==> src/rtl/pipeline_hazard_controller.sv <==
// Pipeline hazard controller: resolves memory waits, multi-cycle mul/div, taken branches and
// load-use hazards into per-register stall/flush controls, and counts PC stall cycles.
module pipeline_hazard_controller #(
    parameter int MULDIV_CYCLES = 32
) (
    input  logic        clk,
    input  logic        rst_n,
    input  logic [4:0]  Reg1Dec,
    input  logic [4:0]  Reg2Dec,
    input  logic        UsesReg1Dec,
    input  logic        UsesReg2Dec,
    input  logic        MemReadExePipe,
    input  logic [4:0]  WriteBackRegExePipe,
    input  logic        MulDivStartExe,
    input  logic        BranchTakenExe,
    input  logic        DataMemReqMem,
    input  logic        DataMemReady,
    output logic        StallPC,
    output logic        StallIFID,
    output logic        StallIDEX,
    output logic        StallEXMEM,
    output logic        FlushIFID,
    output logic        FlushIDEX,
    output logic        FlushEXMEM,
    output logic        FlushMEMWB,
    output logic        MulDivBusy,
    output logic        MulDivDone,
    output logic [31:0] StallCycleCount
);

    typedef enum logic [1:0] {
        ST_RUN  = 2'd0,
        ST_BUSY = 2'd1,
        ST_DONE = 2'd2
    } state_t;

    localparam logic [5:0] CNT_LOAD = 6'(MULDIV_CYCLES - 1);

    state_t      state_r;
    state_t      state_s;
    logic [5:0]  cnt_r;
    logic [5:0]  cnt_s;
    logic        busy_r;
    logic        done_r;
    logic [31:0] stall_cnt_r;
    logic        mem_wait_s;
    logic        load_use_s;
    logic        muldiv_hold_s;

    assign mem_wait_s = DataMemReqMem & ~DataMemReady;
    assign load_use_s = MemReadExePipe & (WriteBackRegExePipe != 5'd0) &
                        ((UsesReg1Dec & (WriteBackRegExePipe == Reg1Dec)) |
                         (UsesReg2Dec & (WriteBackRegExePipe == Reg2Dec)));
    // DONE ignores MulDivStartExe: the finished instruction is still visible in EX for that cycle
    assign muldiv_hold_s = (state_r == ST_BUSY) | ((state_r == ST_RUN) & MulDivStartExe);

    // Mul/div sequencer next-state and counter; the countdown continues under a memory wait
    always_comb begin
        state_s = state_r;
        cnt_s   = cnt_r;
        case (state_r)
            ST_RUN: begin
                if (MulDivStartExe && !mem_wait_s) begin
                    state_s = ST_BUSY;
                    cnt_s   = CNT_LOAD;
                end else begin
                    state_s = ST_RUN;
                end
            end
            ST_BUSY: begin
                if (cnt_r <= 6'd1) begin
                    state_s = ST_DONE;
                    cnt_s   = 6'd0;
                end else begin
                    cnt_s   = cnt_r - 6'd1;
                end
            end
            ST_DONE: begin
                state_s = ST_RUN;
            end
            default: begin
                state_s = ST_RUN;
                cnt_s   = 6'd0;
            end
        endcase
    end

    // Hazard priority: memory wait, mul/div hold, taken branch, load-use; all forced low in reset
    always_comb begin
        StallPC    = 1'b0;
        StallIFID  = 1'b0;
        StallIDEX  = 1'b0;
        StallEXMEM = 1'b0;
        FlushIFID  = 1'b0;
        FlushIDEX  = 1'b0;
        FlushEXMEM = 1'b0;
        FlushMEMWB = 1'b0;
        if (!rst_n) begin
            StallPC = 1'b0;
        end else if (mem_wait_s) begin
            StallPC    = 1'b1;
            StallIFID  = 1'b1;
            StallIDEX  = 1'b1;
            StallEXMEM = 1'b1;
            FlushMEMWB = 1'b1;
        end else if (muldiv_hold_s) begin
            StallPC    = 1'b1;
            StallIFID  = 1'b1;
            StallIDEX  = 1'b1;
            FlushEXMEM = 1'b1;
        end else if (BranchTakenExe) begin
            FlushIFID  = 1'b1;
            FlushIDEX  = 1'b1;
        end else if (load_use_s) begin
            StallPC    = 1'b1;
            StallIFID  = 1'b1;
            FlushIDEX  = 1'b1;
        end else begin
            StallPC = 1'b0;
        end
    end

    // State, counter and status flags; busy/done mirror the state being entered
    always_ff @(posedge clk or negedge rst_n) begin
        if (!rst_n) begin
            state_r <= ST_RUN;
            cnt_r   <= 6'd0;
            busy_r  <= 1'b0;
            done_r  <= 1'b0;
        end else begin
            state_r <= state_s;
            cnt_r   <= cnt_s;
            busy_r  <= (state_s == ST_BUSY);
            done_r  <= (state_s == ST_DONE);
        end
    end

    // Saturating count of PC stall cycles
    always_ff @(posedge clk or negedge rst_n) begin
        if (!rst_n) begin
            stall_cnt_r <= 32'd0;
        end else if (StallPC && (stall_cnt_r != 32'hFFFF_FFFF)) begin
            stall_cnt_r <= stall_cnt_r + 32'd1;
        end else begin
            stall_cnt_r <= stall_cnt_r;
        end
    end

    assign MulDivBusy      = busy_r;
    assign MulDivDone      = done_r;
    assign StallCycleCount = stall_cnt_r;

endmodule

==> config.mk <==
export PLATFORM = sky130hd
export DESIGN_NAME = pipeline_hazard_controller
export DESIGN_NICKNAME = d
export VERILOG_FILES = /design/src/rtl/pipeline_hazard_controller.sv
export SDC_FILE = /design/constraint.sdc
export NUM_CORES = 1
export LEC_CHECK = 0
export CAP_MARGIN = 5
export CORE_UTILIZATION = 45
export DETAILED_ROUTE_END_ITERATION = 12
export GPL_TIMING_DRIVEN = 0
export PLACE_DENSITY = 0.75
export SYNTH_ARGS = -nofsm -noshare
export SYNTH_HDL_FRONTEND = slang
export SYNTH_SLANG_ARGS = --single-unit
==> constraint.sdc <==
create_clock -name clk -period 5 [get_ports clk]
set_clock_uncertainty 0.2 [all_clocks]
set_input_delay 1 -clock clk [delete_from_list [all_inputs] [get_ports clk]]
set_output_delay 1 -clock clk [all_outputs]
set_load 0.02 [all_outputs]
Word level (Yosys, flattened, before mapping)
Cells that the tools add are included.
- output and inout port bits: 42
- bits in registers: 42
- input bits: 24
- word-level logic and storage cells: 58
- order comparisons: 1
- reductions and logical operators: 6
- multiplexer cells: 26
- equal/unequal tests: 8
- add/subtract/negate cells: 2
- bitwise logic cells: 10
- operator list (operator ; number):
    adder 32 x 1 -> 32 bit (second input constant) ; 1
    != test 32 bit (second input constant) ; 1
    two-way mux 1 bit ; 21
    one-hot mux 6 bit (3 select lines) ; 1
    two-way mux 6 bit ; 2
    == test 5 bit ; 2
    bitwise AND 1 bit ; 6
    less-or-equal comparator 6 x 1 -> 1 bit (second input constant) ; 1
    subtractor 6 x 1 -> 6 bit (second input constant) ; 1
    nonzero test 5 bit ; 1
    == test 2 x 1 -> 1 bit (second input constant) ; 2
    == test 2 bit (second input constant) ; 2
    one-hot mux 2 bit (2 select lines) ; 1
    logical AND 1 bit ; 2
    logical NOT 2 bit ; 1
    two-way mux 2 bit ; 1
    != test 2 x 1 -> 1 bit (second input constant) ; 1
    NOT 1 bit ; 2
    bitwise OR 1 bit ; 2
    AND reduction 2 bit ; 1
    logical NOT 1 bit ; 1

Longest topological paths before layout
- word-level depth: 10
- gate-level depth with buffers: 9

Least setup slack after synthesis
Ideal clock, no wire load.
- kind: input to output
- start point: in WriteBackRegExePipe[1]
- end point: out StallPC
- path buffers: 1
- stages: 6
- arrival: 2.284 ns
- required time: 3.800 ns
- slack: 1.516 ns
- path through: xnor2_1 > nand4_1 > o22ai_1 > nand2b_1 > o21ai_0 > buf_4
- longest elaborated chain between the ends: 9
- RTL lines (item ; RTL line ; text):
    start: declaration ; 13 ; input logic [4:0] WriteBackRegExePipe,
    == test 5 bit, on equally long branches ; 52, 53 ;
    bitwise AND 1 bit, on equally long branches ; 52, 53 ;
    bitwise OR 1 bit ; 52 ; ((UsesReg1Dec & (WriteBackRegExePipe == Reg1Dec)) |
    bitwise AND 1 bit (*) ; 51 ; assign load_use_s = MemReadExePipe & (WriteBackRegExePipe != 5'd0) &
    two-way mux 1 bit (*) (5 in a row) ; - ;
    end: declaration ; 18 ; output logic StallPC,
Mark *: on every way between the ends. The rest lies on a longest branch, timed or not.

Worst setup path after layout
- start point: in WriteBackRegExePipe[2]
- end point: out StallPC
- longest elaborated chain between the ends: 9
- RTL lines (item ; RTL line ; text):
    == test 5 bit, on equally long branches ; 52, 53 ;
    bitwise AND 1 bit, on equally long branches ; 52, 53 ;
    bitwise OR 1 bit ; 52 ;
    bitwise AND 1 bit (*) ; 51 ;
    two-way mux 1 bit (*) ; 114 ; end else if (load_use_s) begin
    two-way mux 1 bit (*) ; 111 ; end else if (BranchTakenExe) begin
    two-way mux 1 bit (*) ; 106 ; end else if (muldiv_hold_s) begin
    two-way mux 1 bit (*) ; 100 ; end else if (mem_wait_s) begin
    two-way mux 1 bit (*) ; 98 ; if (!rst_n) begin
Marked as above.

==> results.cfg <==
[status]
status = finished, final reports clean

[timing]
finalHoldViolations = 0
setup_viol_count_final = 0
whs_ns = 0.293
rsz0062_at_grt = false
slew_headroom_pct = 49.1
timing.final.crit_period_ns = 4.28
setup_slack_ns = 0.724
clock.fmax_mhz = 234
finalCritPeriodShare_pct = 85.5
worst_pin_slew_ns = 0.762
final-max-slew-violation-count = 0

[power]
vdd_drop_max_mv = 0.147
seqPwrFrac_pct = 46.8
p_leak_nw = 1.23
p_per_area_mw_per_mm2 = 274
finalPower_uw = 847
switchingPower_uw = 227
internal_power_uw = 620
power_frac_clock_pct = 31.9
p_comb_share_pct = 21.2
swShare_pct = 26.8

[critical_path]
critPathBufInv = 3
endpoint_kind = output pin
critPathMaxFanout = 3
cpMostUsedCell = clkdlybuf4s50_1
crit_chain = clkdlybuf4s50_1, or4_1, o21ai_1, nand2b_1, o21ai_0, buf_4, clkdlybuf4s50_1
max_stage_delay_ns = 0.52
worstSetupStartpointType = primary input
critPathTopFamily = buffers and inverters
path_class = primary input to output pin
crit_required_ns = 3.80
critPathArrivalTime_ns = 3.08
cp_slowest_cell = or4_1

[die]
dieArea_sq_mm = 0.00525
core_sq_mm = 0.00475
dieWidth_um = 72.4
die_h_um = 72.4
rows = 25
io_pins = 66
initial_utilization_pct = 46.9

[job]
drv_cap = 0

[logic_synthesis]
synthTopCellsByArea = dfrtp_1 47%, xnor2_1 16%, nand4_1 5.0%
ys_seq_area_share_pct = 47.1
syn_inst = 216
synth_flop_cell = dfrtp_1
synth_top_area_share_pct = 47.1
synth_seq_cells = 42
synth.most_common_cell = dfrtp_1
synth_cell_types = 35
async_reset_ff_share_pct = 100
synth-edff-count = 0
syn_nets = 243
synth_area_per_cell_sq_um = 10.3
synth_common_cells = 42 x dfrtp_1, 41 x xnor2_1, 18 x nand4_1, 15 x nand2_1, 12 x nor2_1
yosysTopAreaCell = dfrtp_1
synth_area_sq_mm = 0.00223
yosysWarnings = 0

[layout]
final_util_pct = 65.1
postLayoutCellArea_sq_mm = 0.00309
syn2layout_area_growth_pct = 38.6
nets = 316
num_antenna_cells = 0
fillers = 410
layout-drive-gt1-share_pct = 9.00
multi_input_area_sq_mm = 0.00107
seq_area_sq_mm = 0.00105

[place]
gp_congestion = 0.778
dpl_worst_slack_ns = 0.712
dpl_cell_area_sq_mm = 0.00298
portBuffers = 65
dp_hpwl_um = 3350

[global_routing]
globalRoute.totalOverflow = 0
grt_pass1_vias = 1761
antenna_found_initial = 0
grt_pass1_wl_um = 8000
grt_use_total_pct = 19.5
grt_max_degree = 43

[routing]
drt_iter0_markers = 84
via_per_inst = 5.12
dr.pass1.iters = 4
wl_per_cell_um = 12.7
routed_wl_um = 4530
vias = 1824
ant_nets = 0
drc = 0

[clocking]
cts_resized = 0
clockBufferDepth = 2
cts-buffers-inserted = 5
ctsHoldBuffers = 0
h-tree-depth = 2
clk_latency_ns = 0.29
post_cts_buffers = 0
clock_sinks = 42
cts_root_buf = clkbuf_8
cts_tree = yes
path_clk_slew_ns = 0.08

[worst_hold_path]
hold_path.class = flip-flop to flip-flop
==> routing by layer <==
layer,track usage (%),share of wire (%),vias up
li1,-,-,900
met1,25.2,46,871
met2,31.8,47,49
met3,5.97,5.4,4
met4,5.23,0.84,0
met5,0,0,-
==> metrics by stage <==
step | instances | TNS (ns)
final | 356 | 0
after global routing | 356 | 0
after CTS | 356 | 0
after global placement | 348 | -1.60
after floorplan | 216 | 0
after detailed placement | 349 | 0
==> path summary, 6_finish.rpt <==
kind | cells after the start | startpoint | to | slack, ns
hold / removal | 1 | StallCycleCount[24] | StallCycleCount[24] | 0.29
setup / recovery | 7 | WriteBackRegExePipe[2] | StallPC | 0.72
max in group asynchronous | 2 | rst_n | state_r[0] | 3.84
hold reg to reg | 1 | StallCycleCount[24] | StallCycleCount[24] | 0.29
setup reg to reg | 9 | StallCycleCount[0] | StallCycleCount[4] | 2.78
min in group asynchronous | 1 | rst_n | StallCycleCount[11] | 0.33
==> power by group through the flow <==
stage,clock network (mW),registers [mW],logic (mW)
floorplan,0,0.427,0.0597
global route,0.292,0.401,0.193
finish,0.270,0.397,0.180
global placement,0,0.403,0.178
detailed placement,0,0.402,0.183
CTS,0.278,0.396,0.183
==> logic make-up after synthesis <==
family / after synthesis / synth area share [%]
adders and majority gates: 3 / 1.68
muxes: 1 / 0.504
buffers and inverters: 17 / 4.82
and+or+nand+nor: 92 / 23.9
xor gates and xnor gates: 43 / 16.9
DFF: 42 / 47.1
AOI/OAI and AO/OA: 18 / 5.10
==> cell usage in the layout (no fill, tap or decap), types with 2 or more instances in the layout <==
cell type,count
a21oi_1,2
and2_1,2
and3_1,11
and4_1,3
buf_2,3
buf_4,3
buf_6,4
clkbuf_1,2
clkbuf_8,6
clkdlybuf4s50_1,64
dfrtp_1,42
ha_1,3
inv_1,6
nand2_1,15
nand2b_1,3
nand3_1,8
nand3_2,6
nand3b_1,3
nand4_1,18
nand4b_1,2
nor2_1,12
nor3_1,4
o21ai_0,4
o21ai_1,2
o22ai_1,6
xnor2_1,41
xor2_1,2
==> registers in the layout (all words and copies together), names as in the netlist <==
signal           cells
cnt_r                6
StallCycleCount     32
MulDivBusy           1
MulDivDone           1
state_r              2
==> final cells by class <==
class | instances | share of cell area (%)
multi-input cells | 157 | 34.7
clock inverters | 1 | 0.970
inverters | 6 | 0.728
plain buffers | 11 | 2.75
flip-flops and latches | 42 | 34.0
clock buffers | 6 | 2.67
repair buffers | 66 | 21.5
well taps | 67 | 2.71
Power figures use the tool's default switching activity.
